**config.mk**
```make
export PLATFORM = sky130hd
export DESIGN_NAME = mac_feeder_flat
export DESIGN_NICKNAME = d
export VERILOG_FILES = /design/src/rtl/mac_pkg.sv /design/src/rtl/mac_feeder_if.sv /design/src/rtl/mac_feeder.sv /design/src/flat_wrapper.sv
export SDC_FILE = /design/constraint.sdc
export NUM_CORES = 1
export LEC_CHECK = 0
export ABC_AREA = 1
export CAP_MARGIN = 20
export CELL_PAD_IN_SITES_DETAIL_PLACEMENT = 0
export CELL_PAD_IN_SITES_GLOBAL_PLACEMENT = 1
export CORE_ASPECT_RATIO = 1.2
export CORE_MARGIN = 1.5
export CORE_UTILIZATION = 25
export DETAILED_ROUTE_END_ITERATION = 8
export HOLD_SLACK_MARGIN = 0.05
export PLACE_DENSITY_LB_ADDON = 0.1
export SLEW_MARGIN = 20
export SYNTH_ARGS = -nofsm -noshare
export SYNTH_HDL_FRONTEND = slang
export SYNTH_SLANG_ARGS = --single-unit
```
**constraint.sdc**
```tcl
create_clock -name clk -period 1.4 [get_ports clk]
set_clock_uncertainty 0.1 [all_clocks]
set_input_delay 0.28 -clock clk [delete_from_list [all_inputs] [get_ports clk]]
set_output_delay 0.28 -clock clk [all_outputs]
set_load 0.05 [all_outputs]
```
**src/rtl/mac_pkg.sv**
```systemverilog
// Shared definitions for the MAC operand feeder: FSM encoding, default widths
// and the drain length that covers the feeder register plus the MAC pipeline.
package mac_pkg;

  localparam int DATA_W_DEF   = 16;
  localparam int LEN_W_DEF    = 8;
  localparam int DRAIN_CYCLES = 4;

  // The drain counter is loaded with N-1 and the closing edge is taken at zero.
  localparam logic [1:0] DRAIN_RELOAD = 2'(DRAIN_CYCLES - 1);

  typedef enum logic [2:0] {
    ST_IDLE   = 3'd0,
    ST_CLEAR  = 3'd1,
    ST_STREAM = 3'd2,
    ST_DRAIN  = 3'd3,
    ST_RESULT = 3'd4
  } state_e;

  function automatic logic state_is_busy(input state_e s);
    return (s != ST_IDLE);
  endfunction

endpackage

```
**src/rtl/mac_feeder_if.sv**
```systemverilog
// Job, operand-stream, MAC and result signals of the feeder grouped in one bundle.
// The slave modport is the feeder; the master modport is its environment.
interface mac_feeder_if
  import mac_pkg::*;
#(
  parameter int DATA_W = DATA_W_DEF,
  parameter int LEN_W  = LEN_W_DEF
) ();

  logic              start;
  logic [LEN_W-1:0]  len;
  logic              busy;
  logic              op_valid;
  logic              op_ready;
  logic [DATA_W-1:0] op_a;
  logic [DATA_W-1:0] op_b;
  logic              mac_rst;
  logic [DATA_W-1:0] mac_a;
  logic [DATA_W-1:0] mac_b;
  logic [DATA_W-1:0] mac_acc;
  logic              res_valid;
  logic              res_ready;
  logic [DATA_W-1:0] res_data;

  modport master (
    output start, len, op_valid, op_a, op_b, mac_acc, res_ready,
    input  busy, op_ready, mac_rst, mac_a, mac_b, res_valid, res_data
  );

  modport slave (
    input  start, len, op_valid, op_a, op_b, mac_acc, res_ready,
    output busy, op_ready, mac_rst, mac_a, mac_b, res_valid, res_data
  );

endinterface

```
**src/rtl/mac_feeder.sv**
```systemverilog
// Feeds a job of operand pairs into an external pipelined MAC, waits for the
// pipeline to drain and returns the accumulated sum over a valid/ready handshake.
module mac_feeder
  import mac_pkg::*;
#(
  parameter int DATA_W = DATA_W_DEF,
  parameter int LEN_W  = LEN_W_DEF
) (
  input logic         clk,
  input logic         rst,
  mac_feeder_if.slave bus
);

  state_e            state_q, state_d;
  logic [LEN_W-1:0]  cnt_q, cnt_d;
  logic [1:0]        drain_q, drain_d;
  logic [DATA_W-1:0] mac_a_q, mac_a_d;
  logic [DATA_W-1:0] mac_b_q, mac_b_d;
  logic [DATA_W-1:0] res_data_q, res_data_d;
  logic              res_valid_q, res_valid_d;
  logic              clear_q, clear_d;
  logic              busy_q, busy_d;
  logic              hs_s;

  assign hs_s = (state_q == ST_STREAM) && bus.op_valid;

  // Next-state, counters and registered datapath values.
  always_comb begin
    state_d     = state_q;
    cnt_d       = cnt_q;
    drain_d     = drain_q;
    res_data_d  = res_data_q;
    res_valid_d = res_valid_q;

    // Non-handshake cycles feed zeros so the accumulator is left unchanged.
    if (hs_s) begin
      mac_a_d = bus.op_a;
      mac_b_d = bus.op_b;
    end else begin
      mac_a_d = '0;
      mac_b_d = '0;
    end

    case (state_q)
      ST_IDLE: begin
        if (bus.start) begin
          cnt_d   = bus.len;
          state_d = ST_CLEAR;
        end else begin
          state_d = ST_IDLE;
        end
      end
      ST_CLEAR: begin
        if (cnt_q != '0) begin
          state_d = ST_STREAM;
        end else begin
          state_d = ST_DRAIN;
          drain_d = DRAIN_RELOAD;
        end
      end
      ST_STREAM: begin
        if (hs_s) begin
          cnt_d = cnt_q - LEN_W'(1);
          if (cnt_q == LEN_W'(1)) begin
            state_d = ST_DRAIN;
            drain_d = DRAIN_RELOAD;
          end else begin
            state_d = ST_STREAM;
          end
        end else begin
          state_d = ST_STREAM;
        end
      end
      ST_DRAIN: begin
        if (drain_q == 2'd0) begin
          res_data_d  = bus.mac_acc;
          res_valid_d = 1'b1;
          state_d     = ST_RESULT;
        end else begin
          drain_d = drain_q - 2'd1;
        end
      end
      ST_RESULT: begin
        if (bus.res_ready) begin
          res_valid_d = 1'b0;
          state_d     = ST_IDLE;
        end else begin
          state_d = ST_RESULT;
        end
      end
      default: begin
        state_d = ST_IDLE;
      end
    endcase

    clear_d = (state_d == ST_CLEAR);
    busy_d  = state_is_busy(state_d);
  end

  // State and output registers with synchronous reset.
  always_ff @(posedge clk) begin
    if (rst) begin
      state_q     <= ST_IDLE;
      cnt_q       <= '0;
      drain_q     <= 2'd0;
      mac_a_q     <= '0;
      mac_b_q     <= '0;
      res_data_q  <= '0;
      res_valid_q <= 1'b0;
      clear_q     <= 1'b0;
      busy_q      <= 1'b0;
    end else begin
      state_q     <= state_d;
      cnt_q       <= cnt_d;
      drain_q     <= drain_d;
      mac_a_q     <= mac_a_d;
      mac_b_q     <= mac_b_d;
      res_data_q  <= res_data_d;
      res_valid_q <= res_valid_d;
      clear_q     <= clear_d;
      busy_q      <= busy_d;
    end
  end

  assign bus.busy      = busy_q;
  assign bus.op_ready  = (state_q == ST_STREAM);
  assign bus.mac_rst   = clear_q | rst;
  assign bus.mac_a     = mac_a_q;
  assign bus.mac_b     = mac_b_q;
  assign bus.res_valid = res_valid_q;
  assign bus.res_data  = res_data_q;

endmodule

```
**src/flat_wrapper.sv**
```systemverilog
// flat-port wrapper written by rule: the top's interface ports become plain ports
module mac_feeder_flat import mac_pkg::*;
#(
  parameter int DATA_W = DATA_W_DEF,
  parameter int LEN_W  = LEN_W_DEF
)
  (clk, rst, bus_start, bus_len, bus_op_valid, bus_op_a, bus_op_b, bus_mac_acc, bus_res_ready, bus_busy, bus_op_ready, bus_mac_rst, bus_mac_a, bus_mac_b, bus_res_valid, bus_res_data);
  mac_feeder_if #(.DATA_W(DATA_W), .LEN_W(LEN_W)) bus_i ();
  input logic clk;
  input logic rst;
  input wire logic [$bits(bus_i.start)-1:0] bus_start;
  input wire logic [$bits(bus_i.len)-1:0] bus_len;
  input wire logic [$bits(bus_i.op_valid)-1:0] bus_op_valid;
  input wire logic [$bits(bus_i.op_a)-1:0] bus_op_a;
  input wire logic [$bits(bus_i.op_b)-1:0] bus_op_b;
  input wire logic [$bits(bus_i.mac_acc)-1:0] bus_mac_acc;
  input wire logic [$bits(bus_i.res_ready)-1:0] bus_res_ready;
  output wire logic [$bits(bus_i.busy)-1:0] bus_busy;
  output wire logic [$bits(bus_i.op_ready)-1:0] bus_op_ready;
  output wire logic [$bits(bus_i.mac_rst)-1:0] bus_mac_rst;
  output wire logic [$bits(bus_i.mac_a)-1:0] bus_mac_a;
  output wire logic [$bits(bus_i.mac_b)-1:0] bus_mac_b;
  output wire logic [$bits(bus_i.res_valid)-1:0] bus_res_valid;
  output wire logic [$bits(bus_i.res_data)-1:0] bus_res_data;
  assign bus_i.start = bus_start;
  assign bus_i.len = bus_len;
  assign bus_i.op_valid = bus_op_valid;
  assign bus_i.op_a = bus_op_a;
  assign bus_i.op_b = bus_op_b;
  assign bus_i.mac_acc = bus_mac_acc;
  assign bus_i.res_ready = bus_res_ready;
  assign bus_busy = bus_i.busy;
  assign bus_op_ready = bus_i.op_ready;
  assign bus_mac_rst = bus_i.mac_rst;
  assign bus_mac_a = bus_i.mac_a;
  assign bus_mac_b = bus_i.mac_b;
  assign bus_res_valid = bus_i.res_valid;
  assign bus_res_data = bus_i.res_data;
  mac_feeder #(.DATA_W(DATA_W), .LEN_W(LEN_W)) u_core (.clk(clk), .rst(rst), .bus(bus_i));
endmodule
```
==> impl_metrics.env, run 1 <==
export IMPL_cp_max_fo=3
export IMPL_ant_nets=0
export IMPL_n_antenna_cell=0
export IMPL_grt_pass1_wl_mm=11.2
export IMPL_cts_buffer_depth=2
export IMPL_ys_warn_count=0
export IMPL_remaining_drc_errors=0
export IMPL_vdd_drop_max_v=0.000637
export IMPL_status="complete, but fails checks"
export IMPL_synth_cell_types=25
export IMPL_dp_cells=579
export IMPL_rsz0062_at_grt="yes"
export IMPL_ff_latch_area_sq_mm=0.00129
export IMPL_syn_instance_count=334
export IMPL_clk_latency_ns=0.32
export IMPL_clock_fmax_mhz=666
export IMPL_dp_hpwl_mm=5.07
export IMPL_rows=39
export IMPL_clk_pin_slew_ns=0.05
export IMPL_stdcell_area_sq_mm=0.00493
export IMPL_arrival_ns=1.12
export IMPL_cap_violations=0
export IMPL_place_congestion=0.772
export IMPL_startpoint_type="register"
export IMPL_cts_sinks=64
export IMPL_netlist_area_leader_share=0.520
export IMPL_maxSlewViolCount=0
export IMPL_wl_per_cell_um=11.6
export IMPL_worst_pin_slew_ns=0.269
export IMPL_num_fill_cells=938
export IMPL_ys_flop_type="dfxtp_1"
export IMPL_grt_max_degree=33
export IMPL_cts_buffers=9
export IMPL_hold_violations=0
export IMPL_layout_setup_ws_ns=-0.101
export IMPL_async_reset_ff_frac=0
export IMPL_critical_path_top_delay_family="flip-flops"
export IMPL_multi_input_area_sq_mm=0.00108
export IMPL_setup_violations_final=7
export IMPL_placed_area_sq_mm=0.00437
export IMPL_slew_headroom=0.820
export IMPL_post_route_period_util=1.07
export IMPL_start_util=0.258
export IMPL_violations="setup timing"
export IMPL_yosysSeqAreaShare=0.520
export IMPL_io_buffers=112
export IMPL_syn_num_nets=399
export IMPL_drive_above_1_share=0.311
export IMPL_critPathRequiredTime_ns=1.02
export IMPL_ios=113
export IMPL_vias=2429
export IMPL_cp_slowest_stage_delay_ns=0.33
export IMPL_instances_no_fill=599
export IMPL_synth_top_area_cell="dfxtp_1"
export IMPL_drtPass1Iterations=4
export IMPL_syn_area_sq_mm=0.00247
export IMPL_synth_area_top_cells="dfxtp_1, nand2_1, inv_1, nor2_1, a21oi_1"
export IMPL_ff2ff_setup_slack_ns=-0.02
export IMPL_die_w_um=93.7
export IMPL_cts_tree="yes"
export IMPL_drtIter0Drc=49
export IMPL_root_buffer="clkbuf_16"
export IMPL_core_area_sq_mm=0.00956
export IMPL_fin_nets=538
export IMPL_htreeDepth=3
export IMPL_grt_antenna_before_repair=0
export IMPL_path_cells="inv_2 -> nand2_4 -> nor2_4 -> buf_6 -> buf_12"
export IMPL_crit_buf_inv=3
export IMPL_grt_pass1_vias=2426
export IMPL_synth_edf_count=0
export IMPL_viasPerCell=4.06
export IMPL_p_leak_uw=0.00216
export IMPL_crit_slowest_cell="dfxtp_2"
export IMPL_end_kind="output pin"
export IMPL_dieArea_sq_mm=0.0105
export IMPL_syn_avg_cell_area_sq_um=7.38
export IMPL_min_path_type="in -> reg"
export IMPL_worstSetupPathType="reg -> out"
export IMPL_gr_total_overflow=0
export IMPL_area_growth_pct=100
export IMPL_p_per_area_mw_per_mm2=1200
export IMPL_ys_ff_latch=64
export IMPL_finalWirelength_mm=6.95
export IMPL_grt_usage=0.136
export IMPL_finalCriticalPeriod_ns=1.50
export IMPL_dieHeight_um=112
==> repair_timing <==
item / 4_1_cts / 5_1_grt
hold buffers: 0 / 0
buffers inserted: 1 / 3
cloned: 0 / 2
endpoints found under the setup margin: 46 / 62
pin swaps: 1 / 9
gates resized for setup: 17 / 55
==> metal layers <==
metal  track usage  share of wire  up-vias
li1              -              -     1279
met1         0.145           0.38     1089
met2         0.237           0.53       57
met3        0.0601          0.078        4
met4        0.0478         0.0091        0
met5             0              0        -
==> final cells by class <==
class                           count  area share
Clock inverter                      4     0.00457
Multi-Input combinational cell    199       0.219
Timing Repair Buffer              138       0.385
Timing Repair inverter              1     0.00178
Inverter                           60      0.0487
Tap cell                          123      0.0312
Sequential cell                    64       0.261
Clock buffer                       10      0.0484
==> state kept, by name (all words and copies together) (netlist names) <==
| name | cells |
|---|---|
| u_core.cnt_q | 8 |
| u_core.bus.mac_b | 16 |
| u_core.clear_q | 1 |
| u_core.bus.mac_a | 16 |
| u_core.bus.res_data | 16 |
| u_core.drain_q | 2 |
| u_core.state_q | 3 |
| u_core.bus.res_valid | 1 |
| u_core.bus.busy | 1 |
==> path summary, 6_finish.rpt <==
path,start,endpoint,cells after the start
worst min register to register,u_core.cnt_q[6],u_core.cnt_q[6],2
worst max-delay path,u_core.state_q[2],bus_op_ready,5
worst max register to register,u_core.state_q[1],u_core.drain_q[1],9
worst min-delay path,bus_op_a[13],u_core.bus.mac_a[13],3
==> cells in the mapped netlist, types with 4 or more instances <==
master	n
a21oi_1	23
buf_2	5
dfxtp_1	64
ha_1	4
inv_1	56
nand2_1	85
nand3_1	11
nor2_1	51
o21ai_0	4
o21ai_1	6
==> cells in the final DEF (no fill, tap or decap), types with 2 or more instances in the layout <==
| cell type | count |
|---|---|
| nand2_1 | 71 |
| clkdlybuf4s50_1 | 59 |
| dfxtp_1 | 59 |
| buf_12 | 54 |
| inv_1 | 53 |
| nor2_1 | 45 |
| buf_4 | 18 |
| a21oi_1 | 16 |
| clkbuf_16 | 10 |
| nand2_2 | 9 |
| a21oi_2 | 9 |
| nand3_1 | 8 |
| nand2_4 | 7 |
| o21ai_1 | 6 |
| inv_2 | 5 |
| nor2_2 | 5 |
| dfxtp_2 | 5 |
| buf_6 | 4 |
| nor2_4 | 3 |
| o21ai_0 | 3 |
| nand3_2 | 3 |
| nand4_1 | 3 |
| clkinv_2 | 3 |
| ha_4 | 2 |
==> report_power, final <==
part / switching, uW / internal (uW)
sequential: 146 / 1970
combinational: 949 / 886
clock: 745 / 1210
==> kinds of logic (layout without fill, tap and decap cells) <==
kind of cell	Yosys count	in the layout	share of synthesized area
AO/OA/AOI/OAI	37	37	0.0807
AND/OR/NAND/NOR	158	158	0.260
adder cells (fa/ha/maj)	4	4	0.0203
flip-flops	64	64	0.520
buffers and inverters	71	213	0.119
==> worst min-delay path: cells and delay by family <==
kind | cells | cell delay, ns
buffers and inverters | 2 | 0.44
and+or+nand+nor | 1 | 0.03
==> per-stage QoR <==
stage / setup TNS, ns / power (uW) / hold slack, ns / util / setup slack, ns
after floorplan: 0 / 2970 / 0.292 / - / 0.0814
after global placement: -8.05 / 3720 / 0.376 / 0.456 / -0.209
after detailed placement: -8.71 / 3720 / 0.381 / 0.456 / -0.243
after CTS: -0.124 / 5780 / 0.365 / 0.489 / -0.124
after global routing: -4.35 / 6250 / 0.379 / 0.516 / -0.158
final: -0.139 / 5910 / 0.378 / 0.516 / -0.101
Note: power is estimated with default switching activity, not from simulation.
==> run 2, diff against run 1 <==
TNS_END_PERCENT = 100   (was not set)
==> results of run 2 <==
Final layout, timing and power as in run 1 (identical DEF).
==> run 3, diff against run 2 <==
CAP_MARGIN = not set   (was 20)
SKIP_LAST_GASP = 1   (was not set)
==> impl_metrics.env, run 3 (synthesis gave the netlist of run 1 again) <==
export IMPL_cap_violations=0
export IMPL_ff2ff_setup_slack_ns=-0.02
export IMPL_drtPass1Iterations=3
export IMPL_rsz0062_at_grt="yes"
export IMPL_worstSetupPathType="reg -> out"
export IMPL_ios=113
export IMPL_cts_hold_buffers=0
export IMPL_setup_violations_final=6
export IMPL_finalCriticalPeriod_ns=1.50
export IMPL_startpoint_type="register"
export IMPL_worstRegToRegCells=9
export IMPL_worst_pin_slew_ns=0.266
export IMPL_place_congestion=0.772
export IMPL_viasPerCell=4.07
export IMPL_ant_nets=0
export IMPL_gr_total_overflow=0
export IMPL_grt_antenna_before_repair=0
export IMPL_drtIter0Drc=49
export IMPL_fin_nets=538
export IMPL_post_route_period_util=1.07
export IMPL_cp_max_fo=3
export IMPL_layout_setup_ws_ns=-0.101
export IMPL_critPathRequiredTime_ns=1.02
export IMPL_seq_power_share=0.358
export IMPL_clk_pin_slew_ns=0.05
export IMPL_pre_cts_ws_ns=-0.243
export IMPL_switchingPower_uw=1840
export IMPL_cts_buffer_depth=2
export IMPL_core_area_sq_mm=0.00956
export IMPL_min_from="bus_op_a[13]"
export IMPL_min_to="u_core.bus.mac_a[13]"
export IMPL_cts_tree="yes"
export IMPL_vdd_drop_max_v=0.000638
export IMPL_power_share_clock=0.332
export IMPL_internal_power_uw=4060
export IMPL_status="complete, but fails checks"
export IMPL_swShare=0.312
export IMPL_cts_buffers=9
export IMPL_clk_latency_ns=0.32
export IMPL_hold_violations=0
export IMPL_root_buffer="clkbuf_16"
export IMPL_end_kind="output pin"
export IMPL_io_buffers=112
export IMPL_arrival_ns=1.12
export IMPL_finalPower_uw=5900
export IMPL_comb_power_share=0.311
export IMPL_final_common_cell="nand2_1"
export IMPL_grt_pass1_wl_mm=11.2
export IMPL_htreeDepth=3
export IMPL_num_fill_cells=940
export IMPL_cts_sinks=64
export IMPL_dieArea_sq_mm=0.0105
export IMPL_maxSlewViolCount=0
export IMPL_start_util=0.258
export IMPL_grt_pass1_vias=2426
export IMPL_r2r_end="u_core.drain_q[1]"
export IMPL_dp_cells=579
export IMPL_ff_latch_area_sq_mm=0.00129
export IMPL_area_growth_pct=99.9
export IMPL_hold_depth=3
export IMPL_grt_usage=0.136
export IMPL_n_antenna_cell=0
export IMPL_p_leak_uw=0.00216
export IMPL_dieHeight_um=112
export IMPL_violations="setup timing"
export IMPL_rows=39
export IMPL_reg2reg_from="u_core.state_q[1]"
export IMPL_utilization=0.515
export IMPL_mostFrequentLayoutCells="nand2_1, clkdlybuf4s50_1, dfxtp_1"
export IMPL_drive_above_1_share=0.309
export IMPL_wl_per_cell_um=11.6
export IMPL_instances_no_fill=599
export IMPL_dp_hpwl_mm=5.07
export IMPL_p_per_area_mw_per_mm2=1200
export IMPL_die_w_um=93.7
export IMPL_slew_headroom=0.823
export IMPL_vias=2440
export IMPL_min_path_type="in -> reg"
export IMPL_multi_input_area_sq_mm=0.00108
export IMPL_grt_max_degree=33
export IMPL_finalWirelength_mm=6.93
export IMPL_clock_fmax_mhz=666
export IMPL_remaining_drc_errors=0
[run 3: cell types whose count changed in the layout (fill, tap and decap cells not counted)]
cell,previous run,this run
o21ai_1,6,7
o21ai_2,1,0
[run 3: per-layer routing]
metal,track usage,routed length [um]
met1,0.145,2640
met2,0.237,3690
met3,0.0601,544
met4,0.0478,63
met5,0,0
[run 3: power groups by stage]
stage	Clock (uW)	Combinational, uW	Sequential, uW
CTS	2030	1660	2090
floorplan	0	698	2270
global route	2120	2000	2120
finish	1960	1830	2110
detailed placement	0	1600	2120
global placement	0	1600	2110
[run 3: how the worst max path moves through the flow]
stage | startpoint | endpoint | slack, ns | cells after the start
floorplan | u_core.state_q[2] | u_core.cnt_q[6] | 0.08 | 8
global placement | bus_op_valid | u_core.bus.mac_b[11] | -0.21 | 6
detailed placement | bus_op_valid | u_core.bus.mac_a[2] | -0.24 | 6
CTS | u_core.state_q[2] | bus_op_ready | -0.12 | 5
global route | u_core.state_q[2] | bus_op_ready | -0.16 | 5
finish | u_core.state_q[2] | bus_op_ready | -0.10 | 5
[run 3: worst max-delay path: stages, from the launching register on]
cell	delay (ns)
dfxtp_2	0.33
inv_2	0.08
nand2_4	0.06
nor2_4	0.09
buf_6	0.12
buf_12	0.13
[run 3: per-stage QoR]
step                      TNS (ns)  hold WS [ns]  cell area [sq um]
final                       -0.137         0.378               4930
after global routing         -4.37         0.379               4930
after CTS                   -0.124         0.365               4670
after detailed placement     -8.71         0.381               4370
after global placement       -8.05         0.376               4370
after floorplan                  0         0.292               2470
[run 3: layout make-up]
| class | count | share of cell area |
|---|---|---|
| Multi-Input combinational cell | 199 | 0.219 |
| Tap cell | 123 | 0.0312 |
| Clock inverter | 4 | 0.00457 |
| Timing Repair Buffer | 138 | 0.386 |
| Sequential cell | 64 | 0.261 |
| Timing Repair inverter | 1 | 0.00178 |
| Clock buffer | 10 | 0.0485 |
| Inverter | 60 | 0.0487 |
[run 3: repair_timing]
item | in CTS | in global routing
pin swaps | 1 | 9
endpoints found under the hold margin | 0 | 0
gates cloned | 0 | 2
setup endpoints to repair | 46 | 62
gates resized for setup | 17 | 54
setup buffers | 1 | 3
